<file path="src/rtl/jmon_pkg.sv">
// -----------------------------------------------------------------------------
// jmon_pkg
// Shared types and helpers for the Johnson-counter phase monitor.
//   jmon_state_t   : lock/fault FSM state
//   johnson_next() : legal successor of a W-bit Johnson code
//   johnson_idx()  : {legal, index} lookup of a W-bit Johnson code
// The helpers work on JMON_MAX_W-bit vectors plus an explicit width so one
// definition serves every W up to JMON_MAX_W; callers zero-extend their input.
// Optional build macro used by the monitor: JMON_STALL_TOL_EN.
// -----------------------------------------------------------------------------
package jmon_pkg;

    typedef enum logic [1:0] {
        UNLOCKED = 2'd0,
        ACQUIRE  = 2'd1,
        LOCKED   = 2'd2,
        FAULT    = 2'd3
    } jmon_state_t;

    localparam int JMON_MAX_W     = 16;
    localparam int JMON_DEF_W     = 4;
    // Phase-index width for the default counter and for the widest supported one.
    localparam int JMON_IDX_W     = $clog2(2 * JMON_DEF_W);
    localparam int JMON_IDX_W_MAX = $clog2(2 * JMON_MAX_W);

    // next(s) = {~s[0], s[w-1:1]}; bits at and above w stay zero.
    function automatic logic [JMON_MAX_W-1:0] johnson_next(
        input logic [JMON_MAX_W-1:0] s,
        input int                    w
    );
        logic [JMON_MAX_W-1:0] r;
        logic [JMON_MAX_W-1:0] sh;
        r  = '0;
        sh = s >> 1;
        for (int i = 0; i < JMON_MAX_W; i++) begin
            if (i == w - 1) begin
                r[i] = ~s[0];
            end else if (i < w - 1) begin
                r[i] = sh[i];
            end
        end
        return r;
    endfunction

    // Walks the 2*w legal codes from all-zeros; MSB of the result is the legal bit.
    function automatic logic [JMON_IDX_W_MAX:0] johnson_idx(
        input logic [JMON_MAX_W-1:0] s,
        input int                    w
    );
        logic [JMON_MAX_W-1:0]   c;
        logic [JMON_IDX_W_MAX:0] res;
        c   = '0;
        res = '0;
        for (int k = 0; k < 2 * JMON_MAX_W; k++) begin
            if ((k < 2 * w) && !res[JMON_IDX_W_MAX] && (c == s)) begin
                res = {1'b1, JMON_IDX_W_MAX'(k)};
            end
            c = johnson_next(c, w);
        end
        return res;
    endfunction

endpackage

</file>
<file path="src/rtl/johnson_phase_monitor_decode.sv">
// -----------------------------------------------------------------------------
// johnson_decode
// Purely combinational decode of a Johnson counter state into its phase index.
//   state_in [W-1:0]          : counter q bus
//   legal                     : state_in is one of the 2*W legal codes
//   idx [$clog2(2*W)-1:0]     : phase index (0 when not legal)
// -----------------------------------------------------------------------------
module johnson_decode
    import jmon_pkg::*;
#(
    parameter int W = 4
) (
    input  logic [W-1:0]             state_in,
    output logic                     legal,
    output logic [$clog2(2*W)-1:0]   idx
);

    logic [JMON_IDX_W_MAX:0] lookup;
    logic                    unused_lookup;

    assign lookup        = johnson_idx(JMON_MAX_W'(state_in), W);
    assign legal         = lookup[JMON_IDX_W_MAX];
    assign idx           = lookup[$clog2(2*W)-1:0];
    // Upper index bits are always zero for this W.
    assign unused_lookup = ^lookup;

endmodule

</file>
<file path="src/rtl/johnson_phase_monitor.sv">
// -----------------------------------------------------------------------------
// johnson_phase_monitor
// Samples a W-bit Johnson counter every enabled clock, decodes it to a phase,
// checks each step against the legal successor, runs an
// UNLOCKED/ACQUIRE/LOCKED/FAULT state machine, and counts revolutions/errors.
//
// Ports:
//   clk           : clock, all state on rising edge
//   clr           : asynchronous active-low reset
//   en            : sample enable; 0 holds every register (clear_err excepted)
//   state_in      : counter q bus
//   clear_err     : pulse; leaves FAULT and zeroes err_cnt
//   phase_idx     : decoded phase of the last legal sample (holds on illegal)
//   phase_onehot  : one-hot of phase_idx, zero when phase_valid=0
//   phase_valid   : last sample was a legal code
//   locked, fault : FSM in LOCKED / FAULT
//   rev_cnt       : revolutions completed while locked (wraps)
//   err_cnt       : illegal transitions seen while locked (saturates)
//
// Build option: define JMON_STALL_TOL_EN to make a repeated code (stall)
// neutral, so a gated counter clock does not break lock.
// -----------------------------------------------------------------------------
module johnson_phase_monitor
    import jmon_pkg::*;
#(
    parameter int W        = 4,
    parameter int LOCK_CNT = 4,
    parameter int REV_W    = 8,
    parameter int ERR_W    = 8
) (
    input  logic                    clk,
    input  logic                    clr,
    input  logic                    en,
    input  logic [W-1:0]            state_in,
    input  logic                    clear_err,
    output logic [$clog2(2*W)-1:0]  phase_idx,
    output logic [2*W-1:0]          phase_onehot,
    output logic                    phase_valid,
    output logic                    locked,
    output logic                    fault,
    output logic [REV_W-1:0]        rev_cnt,
    output logic [ERR_W-1:0]        err_cnt
);

    localparam int IW = $clog2(2 * W);
    localparam int GW = $clog2(LOCK_CNT + 1);

    logic              dec_legal;
    logic [IW-1:0]     dec_idx;

    logic [W-1:0]      prev_state_reg;
    logic              prev_valid_reg;
    logic [IW-1:0]     phase_idx_reg;

    jmon_state_t       state_reg, state_next;
    logic [GW-1:0]     good_reg, good_next;
    logic [REV_W-1:0]  rev_reg, rev_next;
    logic [ERR_W-1:0]  err_reg, err_next;

    logic [W-1:0]      next_exp;
    logic              ok;
    logic              stall;
    logic              neutral;
    logic              fault_evt;

    johnson_decode #(.W(W)) u_decode (
        .state_in (state_in),
        .legal    (dec_legal),
        .idx      (dec_idx)
    );

    assign next_exp = W'(johnson_next(JMON_MAX_W'(prev_state_reg), W));
    assign ok       = prev_valid_reg && (state_in == next_exp);
    assign stall    = prev_valid_reg && (state_in == prev_state_reg);

`ifdef JMON_STALL_TOL_EN
    assign neutral = stall;
`else
    // A repeated code is just another bad transition in this build.
    assign neutral = 1'b0;
`endif

    always_comb begin
        state_next = state_reg;
        good_next  = good_reg;
        rev_next   = rev_reg;
        err_next   = err_reg;
        fault_evt  = 1'b0;

        if (en) begin
            case (state_reg)
                UNLOCKED: begin
                    if (dec_legal) begin
                        state_next = ACQUIRE;
                        good_next  = '0;
                    end
                end
                ACQUIRE: begin
                    if (!neutral) begin
                        if (ok) begin
                            if (int'(good_reg) + 1 >= LOCK_CNT) begin
                                state_next = LOCKED;
                                good_next  = '0;
                            end else begin
                                good_next = good_reg + GW'(1);
                            end
                        end else if (dec_legal) begin
                            good_next = '0;
                        end else begin
                            state_next = UNLOCKED;
                        end
                    end
                end
                LOCKED: begin
                    if (ok) begin
                        // Wrapping into code 0 closes one revolution.
                        if (dec_idx == '0) begin
                            rev_next = rev_reg + REV_W'(1);
                        end
                    end else if (!neutral) begin
                        fault_evt  = 1'b1;
                        state_next = FAULT;
                        if (err_reg != '1) begin
                            err_next = err_reg + ERR_W'(1);
                        end
                    end
                end
                default: begin
                    // FAULT is sticky until clear_err.
                end
            endcase
        end

        // clear_err ignores en, but a fault arriving in the same cycle wins.
        if (clear_err && !fault_evt) begin
            err_next = '0;
            if (state_reg == FAULT) begin
                state_next = UNLOCKED;
                good_next  = '0;
            end
        end
    end

    always_ff @(posedge clk or negedge clr) begin
        if (!clr) begin
            prev_state_reg <= '0;
            prev_valid_reg <= 1'b0;
            phase_idx_reg  <= '0;
            state_reg      <= UNLOCKED;
            good_reg       <= '0;
            rev_reg        <= '0;
            err_reg        <= '0;
        end else begin
            state_reg <= state_next;
            good_reg  <= good_next;
            rev_reg   <= rev_next;
            err_reg   <= err_next;
            if (en) begin
                prev_state_reg <= state_in;
                prev_valid_reg <= dec_legal;
                if (dec_legal) begin
                    phase_idx_reg <= dec_idx;
                end
            end
        end
    end

    // prev_valid_reg is exactly "last sample was legal", so it doubles as phase_valid.
    genvar gi;
    generate
        for (gi = 0; gi < 2 * W; gi++) begin : g_onehot
            assign phase_onehot[gi] = prev_valid_reg && (phase_idx_reg == IW'(gi));
        end
    endgenerate

    assign phase_idx   = phase_idx_reg;
    assign phase_valid = prev_valid_reg;
    assign locked      = (state_reg == LOCKED);
    assign fault       = (state_reg == FAULT);
    assign rev_cnt     = rev_reg;
    assign err_cnt     = err_reg;

endmodule

</file>
<file path="config.mk">
export PLATFORM = sky130hd
export DESIGN_NAME = johnson_phase_monitor
export DESIGN_NICKNAME = d
export VERILOG_FILES = /design/src/rtl/jmon_pkg.sv /design/src/rtl/johnson_phase_monitor_decode.sv /design/src/rtl/johnson_phase_monitor.sv
export SDC_FILE = /design/constraint.sdc
export NUM_CORES = 1
export LEC_CHECK = 0
export ABC_AREA = 1
export BUFFER_PORTS_ARGS = -buffer_cell sky130_fd_sc_hd__buf_2
export CORE_MARGIN = 4
export CORE_UTILIZATION = 59
export DETAILED_ROUTE_END_ITERATION = 12
export PLACE_DENSITY = 0.85
export SKIP_LAST_GASP = 1
export SYNTH_ARGS = -nofsm -noshare
export SYNTH_HDL_FRONTEND = slang
export SYNTH_SLANG_ARGS = --single-unit
</file>
<file path="constraint.sdc">
create_clock -name clk -period 2.13 [get_ports clk]
set_input_delay 0.426 -clock clk [delete_from_list [all_inputs] [get_ports clk]]
set_output_delay 0.426 -clock clk [all_outputs]
set_load 0.005 [all_outputs]
</file>
-- After elaboration in Yosys (flattened, before gate mapping)
Cells that the tools add are included.
- output and inout bits: 30
- logic and storage cells: 100
- register bits after elaboration: 29
- input port bits: 8
- $add $sub $neg: 4
- bitwise logic cells: 1
- reductions and logical operators: 35
- $lt $le $gt $ge: 1
- multiplexer cells: 32
- equality and inequality tests: 20
- operators with widths (operator ; count):
    2-to-1 mux 6 bit ; 8
    2-to-1 mux 8 bit ; 5
    2-to-1 mux 3 bit ; 6
    logical AND 1 bit ; 17
    adder 8 x 1 -> 8 bit, second input constant ; 2
    == test 4 bit, first input constant ; 4
    2-to-1 mux 2 bit ; 8
    == test 3 bit, second input constant ; 4
    logical NOT 1 bit ; 8
    != test 8 bit, second input constant ; 1
    AND reduction 4 bit ; 2
    == test 3 x 2 -> 1 bit, second input constant ; 2
    logical NOT 3 bit ; 2
    one-hot mux 2 bit (3 select lines) ; 1
    one-hot mux 3 bit (2 select lines) ; 1
    nonzero test 2 bit ; 3
    adder 3 x 1 -> 4 bit, second input constant ; 1
    == test 1 x 4 -> 1 bit, first input constant ; 1
    == test 2 bit, second input constant ; 2
    == test 2 x 4 -> 1 bit, first input constant ; 1
    == test 3 x 4 -> 1 bit, first input constant ; 1
    == test 4 bit ; 1
    greater-or-equal comparator 4 x 3 -> 1 bit, second input constant ; 1
    logical NOT 4 bit ; 1
    8 further kinds ; 10

-- Logic depth before layout (Yosys ltp)
- depth after elaboration: 29
- mapped depth: 10
- gate-level depth less buffers: 10

-- Modules after synthesis
Synthesis repeated with hierarchy kept, for this count alone.
- cell total of the unflattened synthesis: 249
- area total of the unflattened synthesis: 1855.5 µm²
- modules (own cells, without submodules) (module ; times used ; cells each ; sequential area each (µm²) ; area each (µm²)):
    johnson_phase_monitor ; 1 ; 226 ; 725.7 ; 1760.4
    johnson_decode ; 1 ; 23 ; 0.0 ; 95.1

-- Worst setup path after synthesis
No wires, ideal clock.
- kind: input -> register
- start: in state_in[3]
- end: reg rev_reg[2] (netlist: rev_cnt[2])
- arrival time: 1.428 ns
- buffers on the path: 1
- setup slack: 0.580 ns
- required time: 2.008 ns
- cell stages on the path: 8
- cell sequence: buf_2 > xor2_1 > nand3_1 > nand2_1 > nor3b_4 > nand2_4 > nand2_1 > o21ai_2
- cells in the longest elaborated chain, start to end: 25
- elaborated cells on any way between the ends: 34
- ends and longest elaborated chain (element ; line ; RTL):
    from (decl) ; johnson_phase_monitor.sv:34 ; input logic [W-1:0] state_in,
    logical NOT 4 bit ; n/a ;
    2-to-1 mux 6 bit ; jmon_pkg.sv:55 ; if ((k < 2 * w) && !res[JMON_IDX_W_MAX] && (c == s)) begin
    logical NOT 1 bit ; jmon_pkg.sv:55 ;
    logical AND 1 bit ; jmon_pkg.sv:55 ;
    2-to-1 mux 6 bit ; jmon_pkg.sv:55 ;
    logical NOT 1 bit ; jmon_pkg.sv:55 ;
    logical AND 1 bit ; jmon_pkg.sv:55 ;
    2-to-1 mux 6 bit ; jmon_pkg.sv:55 ;
    [... 9 more ...] ; n/a ;
    logical NOT 1 bit ; jmon_pkg.sv:55 ;
    logical AND 1 bit ; jmon_pkg.sv:55 ;
    2-to-1 mux 6 bit ; jmon_pkg.sv:55 ;
    logical NOT 1 bit ; jmon_pkg.sv:55 ;
    logical AND 1 bit ; jmon_pkg.sv:55 ;
    2-to-1 mux 6 bit ; jmon_pkg.sv:55 ;
    logical NOT 3 bit ; johnson_phase_monitor.sv:117 ; if (dec_idx == '0) begin
    AND reduction 4 bit (no source line) (*) ; n/a ;
    to (signal assigned) ; johnson_phase_monitor.sv:156 ; rev_reg <= rev_next;
    to (decl) ; johnson_phase_monitor.sv:57 ; logic [REV_W-1:0] rev_reg, rev_next;
Mark *: on every way between the ends. The rest lies on a longest branch, timed or not.
A chain may end at the register's enable or synchronous reset.

-- Worst setup path after layout
- start: reg prev_valid_reg (netlist: phase_valid)
- end: out phase_onehot[2]
- cells in the longest elaborated chain, start to end: 1
- ends and longest elaborated chain (element ; line ; RTL):
    from (decl) ; johnson_phase_monitor.sv:52 ; logic prev_valid_reg;
    from (signal assigned) ; johnson_phase_monitor.sv:160 ; prev_valid_reg <= dec_legal;
    logical AND 1 bit ; johnson_phase_monitor.sv:172 ; assign phase_onehot[gi] = prev_valid_reg && (phase_idx_reg == IW'(gi));
    to (decl) ; johnson_phase_monitor.sv:37 ; output logic [2*W-1:0] phase_onehot,
No other way between the ends.

==> results.cfg <==
[clock_tree]
clkSlewWorstSetupHoldPaths_ns = 0.10
post_cts_buffers = 0
cts_root_buffer = clkbuf_4
clock_sinks = 29
clock_latency_ns = 0.33
postCtsResizedCells = 0
clk_path_buf_depth = 2
cts_tree = done
htreeDepth = 2
postCtsHoldBufs = 0
cts_buffers = 5

[timing]
maxSlewViolCount = 0
hold_viol = 0
max_freq_mhz = 559
setup_viol = 0
rsz0062_at_grt = false
fin_crit_ns = 1.79
max-slew-margin-rel = 0.576
clock_skew_ns = 0.0134
setup_tns_ns = 0
worst_pin_slew_ns = 0.636
fin_crit_sh = 0.840

[floorplanning]
dieHeight_um = 64.1
boundaryPins = 38
floorplan.initialDensity = 0.614
die_w_um = 64.1
die_area_um2 = 4110
rows = 20
coreArea_um2 = 3030

[detailed_routing]
num_vias = 1732
first_pass_iters = 4
drc_errors = 0
wl_um = 3750
avgViaCountPerCell = 5.08
postRouteAntennaNets = 0
drt_iter0_drc = 106
wl_per_cell_um = 11.0

[global_route]
grt_pass1_vias = 1556
track_usage = 0.204
overflow = 0
grt_pass1_wl_um = 6640
grt_max_degree = 30
antenna_found_initial = 0

[final_layout]
fin_area_um2 = 2160
drive_gt1_frac = 0.209
fill_cells = 267
final_cells = 341
final_nets = 307
diodes = 0
area_growth_pct = 16.4

[job]
max_cap_viol_count = 0

[setup_path]
critPathLaunchType = flop
worstPathMaxFanout = 4
worst-endpoint-arrival_ns = 1.36
cp-end-kind = output port
worstPathRequired_ns = 1.70
crit_type = reg2out

[logic_synthesis]
syn-num-nets = 266
postSynthCellCount = 255
ys_warn_count = 0
ys_ff_latch = 29
synth_cell_types = 31
synth_edf_count = 0
syn_area_um2 = 1860
yosysSeqAreaShare = 0.390
synthFlopType = dfrtp_1
avgSynthCellArea_um2 = 7.29
async_flop_share = 1.00

[power]
p_per_area_nw_per_um2 = 619
switching_share = 0.286
netSwitchingPower_w = 0.000384
internal_power_w = 0.000956
clkPwrFrac = 0.353
comb_power_share = 0.179
p_seq_frac = 0.468
ir_drop_v = 0.000401
p_leak_nw = 1.20

[place]
dp_hpwl_um = 2870
dp.cells = 333
numPortBuffers = 37
place_congestion = 0.847
place_area_um2 = 2080

[run_status]
status = finished clean

[worst_hold_path]
worstHoldPathType = in2async
-- layout make-up --
| type | instances | area [µm²] | share of cell area |
|---|---|---|---|
| sequential | 29 | 726 | 0.335 |
| multi-input combinational | 191 | 993 | 0.459 |
| tap | 44 | 55.1 | 0.0254 |
| clock inverter | 1 | 30.0 | 0.0139 |
| inverter | 32 | 120 | 0.0555 |
| timing repair buffer | 37 | 185 | 0.0855 |
| clock buffer | 7 | 55.1 | 0.0254 |
-- cell usage in the layout (no fill, tap or decap), types with 2 or more instances in the layout --
cell type  count
nand2_1       77
buf_2         37
nand3_1       31
dfrtp_1       29
inv_1         27
nor2_1        19
o21ai_0       11
xor2_1         8
nor3_1         7
a21oi_1        6
xnor2_1        5
clkbuf_4       5
inv_2          4
o21ai_1        4
nand2_2        3
ha_1           3
nor2_4         2
nand3_2        2
nand2_4        2
nand4_1        2
-- worst max-delay path, stage by stage (launching register included) --
cell and delay (ns):
dfrtp_1 0.42, inv_1 0.09, or2_2 0.32, nor2_1 0.09
buf_2 0.11
-- power groups by stage --
stage / clock network, W / registers, W / logic, W
floorplan: 0 / 0.000634 / 0.000163
global placement: 0 / 0.000637 / 0.000237
detailed placement: 0 / 0.000638 / 0.000241
CTS: 0.000483 / 0.000628 / 0.000243
global route: 0.000511 / 0.000635 / 0.000275
finish: 0.000473 / 0.000628 / 0.000240
-- kinds of logic after synthesis --
logic type | after synthesis | share of synthesized area
AND/OR/NAND/NOR | 151 | 0.384
AO/OA/AOI/OAI | 24 | 0.0686
flip-flops | 29 | 0.390
buffers and inverters | 35 | 0.0754
XOR/XNOR | 13 | 0.0612
adder cells (fa/ha/maj) | 3 | 0.0202
-- metrics by stage --
step,setup WS (ns),util,total power [W],hold slack (ns)
final,0.341,0.715,0.00134,0.105
after global routing,0.201,0.715,0.00142,0.141
after CTS,0.318,0.715,0.00135,0.119
after detailed placement,0.436,0.687,0.000880,0.488
after global placement,0.475,0.687,0.000873,0.487
after floorplan,0.580,-,0.000796,0.130
-- worst paths after layout --
kind / slack (ns) / cells past startpoint / end / from
min: 0.11 / 1 / err_cnt[5] / clr
min reg2reg: 0.53 / 2 / rev_cnt[7] / rev_cnt[7]
min in group clk: 0.37 / 3 / prev_state_reg[1] / state_in[1]
max reg2reg: 0.56 / 8 / err_cnt[4] / err_cnt[0]
max: 0.34 / 4 / phase_onehot[2] / phase_valid
max in group asynchronous: 1.61 / 1 / good_reg[0] / clr
-- cell usage after synthesis (4+ instances only) --
master / count / area (µm²)
xnor2_1: 5 / 43.8
o21ai_0: 11 / 55.1
inv_1: 27 / 101
dfrtp_1: 29 / 726
inv_2: 4 / 15.0
o21ai_1: 4 / 20.0
nor3_1: 7 / 35.0
a21oi_1: 6 / 30.0
xor2_1: 8 / 70.1
nor2_1: 19 / 71.3
nand3_1: 31 / 155
nand2_1: 77 / 289
-- layer usage --
layer	vias to the layer above	wire [µm]	global-route usage
li1	902	-	-
met1	778	1740	0.263
met2	47	1710	0.324
met3	5	241	0.0615
met4	0	61	0.0739
met5	-	0	0
No activity file was read; power rests on OpenSTA's default activity.
